===== config.mk =====
export PLATFORM = sky130hd
export DESIGN_NAME = epc_stack
export DESIGN_NICKNAME = d
export VERILOG_FILES = /design/src/rtl/epc_stack.sv
export SDC_FILE = /design/constraint.sdc
export NUM_CORES = 1
export LEC_CHECK = 0
export BUFFER_PORTS_ARGS = -buffer_cell sky130_fd_sc_hd__buf_2
export CAP_MARGIN = 5
export CORE_MARGIN = 2
export CORE_UTILIZATION = 40
export CTS_BUF_LIST = sky130_fd_sc_hd__clkbuf_4
export CTS_CLUSTER_DIAMETER = 120
export DETAILED_ROUTE_END_ITERATION = 16
export SYNTH_ARGS = -nofsm -noshare
export SYNTH_HDL_FRONTEND = slang
export SYNTH_SLANG_ARGS = --single-unit

===== constraint.sdc =====
create_clock -name clk -period 8.3 [get_ports clk]
set_input_delay 0.415 -clock clk [delete_from_list [all_inputs] [get_ports clk]]
set_output_delay 0.415 -clock clk [all_outputs]
set_load 0.05 [all_outputs]

===== src/rtl/epc_stack.sv =====
// Exception-PC stack: saves faulting PCs on exception, unwinds on ERET, allows MTC0 writes
// to the current entry, and flags overflow/underflow of the nesting depth.
module epc_stack #(
    parameter int unsigned      WIDTH     = 32,
    parameter int unsigned      DEPTH     = 4,
    parameter logic [WIDTH-1:0] RESET_VAL = '0
) (
    input  logic                         clk,
    input  logic                         rst_n,
    input  logic                         exc_valid,
    input  logic [WIDTH-1:0]             exc_pc,
    input  logic                         exc_in_ds,
    input  logic                         eret,
    input  logic                         mtc0_we,
    input  logic [WIDTH-1:0]             mtc0_data,
    input  logic                         clr_flags,
    output logic [WIDTH-1:0]             epc,
    output logic                         bd,
    output logic [$clog2(DEPTH+1)-1:0]   level,
    output logic                         exl,
    output logic                         overflow,
    output logic                         underflow
);

    localparam int unsigned LW = $clog2(DEPTH + 1);
    localparam int unsigned IW = $clog2(DEPTH);

    logic [WIDTH-1:0] entry_q [DEPTH];
    logic [WIDTH-1:0] entry_d [DEPTH];
    logic [DEPTH-1:0] bd_q, bd_d;
    logic [LW-1:0]    level_q, level_d;
    logic             ovf_q, ovf_d;
    logic             unf_q, unf_d;

    logic             empty, full;
    logic [IW-1:0]    top_idx;
    logic [WIDTH-1:0] cap_pc;

    always_comb begin
        empty   = (level_q == '0);
        full    = (level_q == LW'(DEPTH));
        top_idx = empty ? '0 : IW'(level_q - LW'(1));
        // A delay-slot fault must resume at the branch, one word earlier.
        cap_pc  = exc_in_ds ? (exc_pc - WIDTH'(4)) : exc_pc;
    end

    always_comb begin
        entry_d = entry_q;
        bd_d    = bd_q;
        level_d = level_q;
        ovf_d   = ovf_q & ~clr_flags;
        unf_d   = unf_q & ~clr_flags;
        if (exc_valid) begin
            if (eret && !empty) begin
                entry_d[top_idx] = cap_pc;
                bd_d[top_idx]    = exc_in_ds;
            end else if (full) begin
                entry_d[IW'(DEPTH - 1)] = cap_pc;
                bd_d[IW'(DEPTH - 1)]    = exc_in_ds;
                ovf_d                   = 1'b1;
            end else begin
                entry_d[IW'(level_q)] = cap_pc;
                bd_d[IW'(level_q)]    = exc_in_ds;
                level_d               = level_q + LW'(1);
            end
        end else if (eret) begin
            if (!empty) begin
                level_d = level_q - LW'(1);
            end else begin
                unf_d = 1'b1;
            end
        end else if (mtc0_we) begin
            entry_d[top_idx] = mtc0_data;
        end
    end

    always_ff @(posedge clk or negedge rst_n) begin
        if (!rst_n) begin
            for (int i = 0; i < int'(DEPTH); i++) begin
                entry_q[i] <= RESET_VAL;
            end
            bd_q    <= '0;
            level_q <= '0;
            ovf_q   <= 1'b0;
            unf_q   <= 1'b0;
        end else begin
            entry_q <= entry_d;
            bd_q    <= bd_d;
            level_q <= level_d;
            ovf_q   <= ovf_d;
            unf_q   <= unf_d;
        end
    end

    assign epc       = entry_q[top_idx];
    assign bd        = bd_q[top_idx];
    assign level     = level_q;
    assign exl       = !empty;
    assign overflow  = ovf_q;
    assign underflow = unf_q;

endmodule


==> results of run 1 <==
## worst min path at each step
stage	startpoint	slack, ns	endpoint
after floorplan	rst_n	0.12	bd_q[0]$_DFFE_PN0P_
after global placement	entry_q[18]$_DFFE_PN0P_	0.47	entry_q[18]$_DFFE_PN0P_
after detailed placement	entry_q[4]$_DFFE_PN0P_	0.47	entry_q[4]$_DFFE_PN0P_
after CTS	mtc0_data[23]	0.09	entry_q[55]$_DFFE_PN0P_
after global routing	mtc0_data[23]	0.08	entry_q[55]$_DFFE_PN0P_
final	mtc0_data[23]	0.12	entry_q[55]$_DFFE_PN0P_
## report_power, final
part	internal, uW	leakage, uW	switching, uW
sequential	980	0.00166	179
clock	269	0.000176	262
combinational	816	0.00204	1700
## cells by family (layout without fill, tap and decap cells)
kind of cell	Yosys count	count (layout)	synth area share, %
fa+ha+maj	7	7	1.09
compound gates	209	209	19.2
simple gates	331	331	19.6
buf+inv	83	179	3.94
flops	137	137	42.8
other cells	0	1	0
mux	46	46	11.0
xor+xnor	22	22	2.41
## sequential cells by signal (all words and copies together) (netlist names)
signal     cells
underflow      1
overflow       1
bd_q           4
level          3
entry_q      128
## cells in the mapped netlist (8+ instances only)
| cell type | instances |
|---|---|
| o21ai_0 | 25 |
| a21oi_1 | 27 |
| clkbuf_1 | 56 |
| mux2i_1 | 8 |
| nor2b_1 | 28 |
| nor3_1 | 12 |
| a221oi_1 | 54 |
| mux4_2 | 33 |
| nand2_1 | 62 |
| a31oi_1 | 9 |
| o22ai_1 | 11 |
| nor4_1 | 9 |
| o211ai_1 | 16 |
| xnor2_1 | 17 |
| a22oi_1 | 18 |
| nand3_1 | 22 |
| and3_1 | 9 |
| dfrtp_1 | 137 |
| inv_1 | 19 |
| nor2_1 | 145 |
## through the flow
step	worst slack [ns]	cells
global placement	4.22	1163
finish	3.95	1197
global route	3.67	1197
CTS	4.01	1196
floorplan	4.67	835
detailed placement	4.03	1163
## critical path: stages, from the launching register on
cell and delay [ns]:
dfrtp_1 0.58, inv_1 0.14, ha_1 0.36, ha_1 0.33, nand2b_1 0.47, a21oi_1 0.70, o22a_1 0.23, buf_4 0.42
nand2_1 0.58, mux2_2 0.45
## per-layer routing
metal  global-route usage, %  part of all wire (%)  vias up
met5                       0                     0        -
met4                    8.33                   2.1        0
met3                    5.36                   6.4       44
met2                    41.2                    48      307
met1                    34.2                    44     3623
li1                        -                     -     3290
## final cells by class
cell class	count	area share, %
antenna	1	0.0272
clock buffer	18	1.47
clock inverter	14	2.22
inverter	19	0.777
multi-input combinational	615	47.0
sequential	137	37.3
tap	265	3.61
timing repair buffer	128	7.59
==> reports/metrics.yaml, run 1 <==
numCtsBuffers: 17
vias: 7264
groute.usage.overall_pct: 25.4
end_kind: "flip-flop"
tns_ns: 0
antenna_found_initial: 1
endpoint: "bd_q[1]$_DFFE_PN0P_"
rows: 51
synth_area_leaders: "dfrtp_1 43%, mux4_2 9.3%, nor2_1 6.8%"
timing.rr.start: "level[0]$_DFFE_PN0P_"
min_period_over_period_pct: 52.4
dieArea_um2: 21200
power.density_nw_per_um2: 458
grt_pass1_vias: 7277
min_path_cells: 3
finish.instance_area_um2: 9180
drt.antenna.violating_nets: 0
grt_first_pass_wirelength_um: 42000
rrSetupSlack_ns: 3.95
hpwl_um: 16900
routed_via_density: 6.07
finalPower_uw: 4200
whs_ns: 0.119
p_leak_uw: 0.00388
synth-edff-count: 0
route.detailed.drc: 0
fill_cells: 1939
drv_cap: 0
die_h_um: 146
num_io_pins: 110
clock_latency_ns: 0.56
dpl_cell_area_um2: 8830
max_freq_mhz: 230
relSlewSlack_pct: 22.8
root_buffer: "clkbuf_4"
cts_sinks: 137
clockBufferDepth: 2
grt-ovfl-total: 0
cp.required_ns: 8.76
ys_warn_count: 0
period_minus_slack_ns: 4.35
path_clk_slew_ns: 0.13
multi_input_area_um2: 4310
layout.nets: 996
hold_path_class: "input port to flip-flop"
cts_tree: "done"
layout_commonest_cell: "nor2_1"
fin_worst_skew_ns: 0.0195
cts_resized: 0
path_class: "flip-flop to flip-flop"
synth.top_cell.area_share_pct: 42.8
cp.arrival_ns: 4.81
synth_top_area_cell: "dfrtp_1"
initial_utilization_pct: 40.9
status: "finished clean"
critical_path.max_fanout: 32
drt_wl_total_um: 26600
rsz0062_at_grt: "no"
cp-startpoint: "level[0]$_DFFE_PN0P_"
synth_seq_area_share_pct: 42.8
fp.coreArea_um2: 19600
hold_viol_final: 0
maxSlewViolCount: 0
postCtsSetupRepairBufs: 0
htree_levels: 4
die_x_um: 146
synth_area_per_cell_um2: 9.59
synth.net_count: 913
portBuffers: 109
ys_seq_elements: 137
syn_area_um2: 8010
grt_max_degree: 83
reg2reg_depth: 9
netlist_instances: 835
vdd_drop_max_mv: 0.222
synthFlopType: "dfrtp_1"
r2r_end: "bd_q[1]$_DFFE_PN0P_"
yosysUniqueCellTypes: 57
routabilityCongestion: 0.842
final_core_util_pct: 46.9
drt_first_pass_iters: 5
drive_above_1_share_pct: 23.1
setup_viol: 0
cts_hold_buffers: 1
final_cell_mix: "143 x nor2_1, 137 x dfrtp_1, 108 x buf_2"
wire_per_inst_um: 22.2
worstMarginPinSlew_ns: 1.16
syn_to_final_growth_pct: 14.6
start_kind: "flip-flop"
ys_async_sr_fraction_pct: 100
register_area_um2: 3430
dr.first_iter.drc_count: 764
No activity file was read; power rests on OpenSTA's default activity.
==> inputs of run 2 (changes only) <==
Clock period 8.3 ns to 4.4 ns, I/O delays scaled along.
==> run 2 against run 1 <==
Against the previous run: cell count increased by 2.5%; total power up 90%; core utilization increased by 1.2 points; global-route usage barely moved; setup slack lost 3.4 ns; cell area up 2.6%; sequential share of layout area fell by 0.94 points; critical path depth down 1; clock skew increased by 0.0090 ns; fmax up 13%; largest power group unchanged.
==> reports/metrics.yaml, run 2 (synthesis gave the netlist of run 1 again) <==
combPwrFrac_pct: 60.7
clockBufferDepth: 2
slowest_stage: "o22ai_2"
layout.nets: 1026
rsz0062_at_grt: "no"
finalPower_uw: 7970
path_cells: "inv_1, ha_1, ha_1, nand2b_1, a21oi_1, o22ai_2, nor3_1, a221o_1"
fin_worst_skew_ns: 0.0285
relSlewSlack_pct: 35.3
root_buffer: "clkbuf_4"
critical_path.max_fanout: 17
cts_sinks: 137
period_minus_slack_ns: 3.84
final_core_util_pct: 48.1
route.detailed.drc: 0
hold_path_class: "input port to flip-flop"
clkPwrFrac_pct: 11.8
drive_above_1_share_pct: 24.1
crit_top_cell: "ha_1"
antenna_found_initial: 1
routed_via_density: 6.05
die_x_um: 146
grt_max_degree: 66
groute.usage.overall_pct: 25.4
setup_viol: 0
drt_wl_total_um: 26800
cts_tree: "done"
place_ws_ns: 0.648
drv_cap: 0
rows: 51
htree_levels: 4
num_io_pins: 110
final_cell_mix: "143 x nor2_1, 137 x dfrtp_1, 108 x buf_2"
dpl_cell_area_um2: 8940
layout_commonest_cell: "nor2_1"
p_int_uw: 3910
grt_pass1_vias: 7355
wire_per_inst_um: 21.9
largest_reg_flops: 128
cts_resized: 0
tns_ns: 0
portBuffers: 109
status: "finished clean"
layout_setup_ws_ns: 0.563
cp_top_family: "compound AO/OA/AOI/OAI gates"
worstMarginPinSlew_ns: 0.971
grt_first_pass_wirelength_um: 42100
syn_to_final_growth_pct: 17.6
switching_share_pct: 51.0
clock_latency_ns: 0.56
routabilityCongestion: 0.854
max_freq_mhz: 261
p_leak_uw: 0.00401
fill_cells: 1905
power.density_nw_per_um2: 846
grt-ovfl-total: 0
die_h_um: 146
drt.antenna.violating_nets: 0
dr.first_iter.drc_count: 725
start_kind: "flip-flop"
maxSlewViolCount: 0
min_period_over_period_pct: 87.2
cp.arrival_ns: 4.28
vias: 7422
dieArea_um2: 21200
pwr-share-seq_pct: 27.5
power.switching_uw: 4060
path_clk_slew_ns: 0.12
vdd_drop_max_mv: 0.454
cp.required_ns: 4.85
numCtsBuffers: 17
drt_first_pass_iters: 7
finish.instance_area_um2: 9420
slowest_delay_ns: 0.83
path_class: "flip-flop to flip-flop"
path_buf_inv: 1
hold_viol_final: 0
largest-register: "entry_q"
initial_utilization_pct: 40.9
hpwl_um: 18300
fp.coreArea_um2: 19600
end_kind: "flip-flop"
## run 2: final cells by class
cell class / instances / area (um2) / share of cell area (%)
multi-input combinational: 615 / 4310 / 45.8
sequential: 137 / 3430 / 36.4
timing repair buffer: 158 / 960 / 10.2
tap: 265 / 332 / 3.52
clock inverter: 14 / 180 / 1.91
clock buffer: 18 / 135 / 1.43
inverter: 19 / 71.3 / 0.757
antenna: 1 / 2.50 / 0.0266
## run 2: layer usage
| layer | share of wire [%] | vias to the layer above | wire length (um) | global-route usage (%) |
|---|---|---|---|---|
| li1 | - | 3350 | - | - |
| met1 | 45 | 3715 | 12000 | 35.8 |
| met2 | 47 | 313 | 12500 | 41.1 |
| met3 | 6.4 | 44 | 1710 | 4.20 |
| met4 | 2.0 | 0 | 539 | 6.81 |
| met5 | 0 | - | 0 | 0 |
## run 2: through the flow
| step | hold slack [ns] | std cells |
|---|---|---|
| finish | 0.0355 | 1227 |
| global placement | 0.253 | 1178 |
| detailed placement | 0.254 | 1178 |
| global route | 0.0342 | 1227 |
| CTS | 0.00775 | 1226 |
| floorplan | -0.0756 | 835 |
## run 2: worst paths after layout
kind	from	endpoint	slack [ns]	cells after the start
max	level[0]$_DFFE_PN0P_	entry_q[88]$_DFFE_PN0P_	0.56	8
min	exc_in_ds	bd_q[3]$_DFFE_PN0P_	0.04	3
max reg2reg	level[0]$_DFFE_PN0P_	entry_q[88]$_DFFE_PN0P_	0.56	8
min reg2reg	entry_q[0]$_DFFE_PN0P_	entry_q[0]$_DFFE_PN0P_	0.48	2
max in group asynchronous	rst_n	entry_q[80]$_DFFE_PN0P_	3.26	3
min in group asynchronous	rst_n	entry_q[59]$_DFFE_PN0P_	0.19	2
## run 2: repair_timing
action / in CTS / in global routing
buffers inserted: 0 / 0
endpoints found under the hold margin: 93 / 0
hold buffers: 16 / 0
## run 2: worst min-delay path, delay by kind of cell
kind                   cells  cell delay (ns)
AOI/OAI and AO/OA          1             0.06
and+or+nand+nor            1             0.08
buffers and inverters      1             0.18
## run 2: power by group through the flow
stage	Combinational, uW	Sequential (uW)	Clock (uW)
2_1_floorplan	3570	2150	0
5_1_grt	5150	2260	1000
4_1_cts	4820	2180	953
3_5_place_dp	4800	2210	0
3_3_place_gp	4770	2200	0
6_report	4840	2190	937
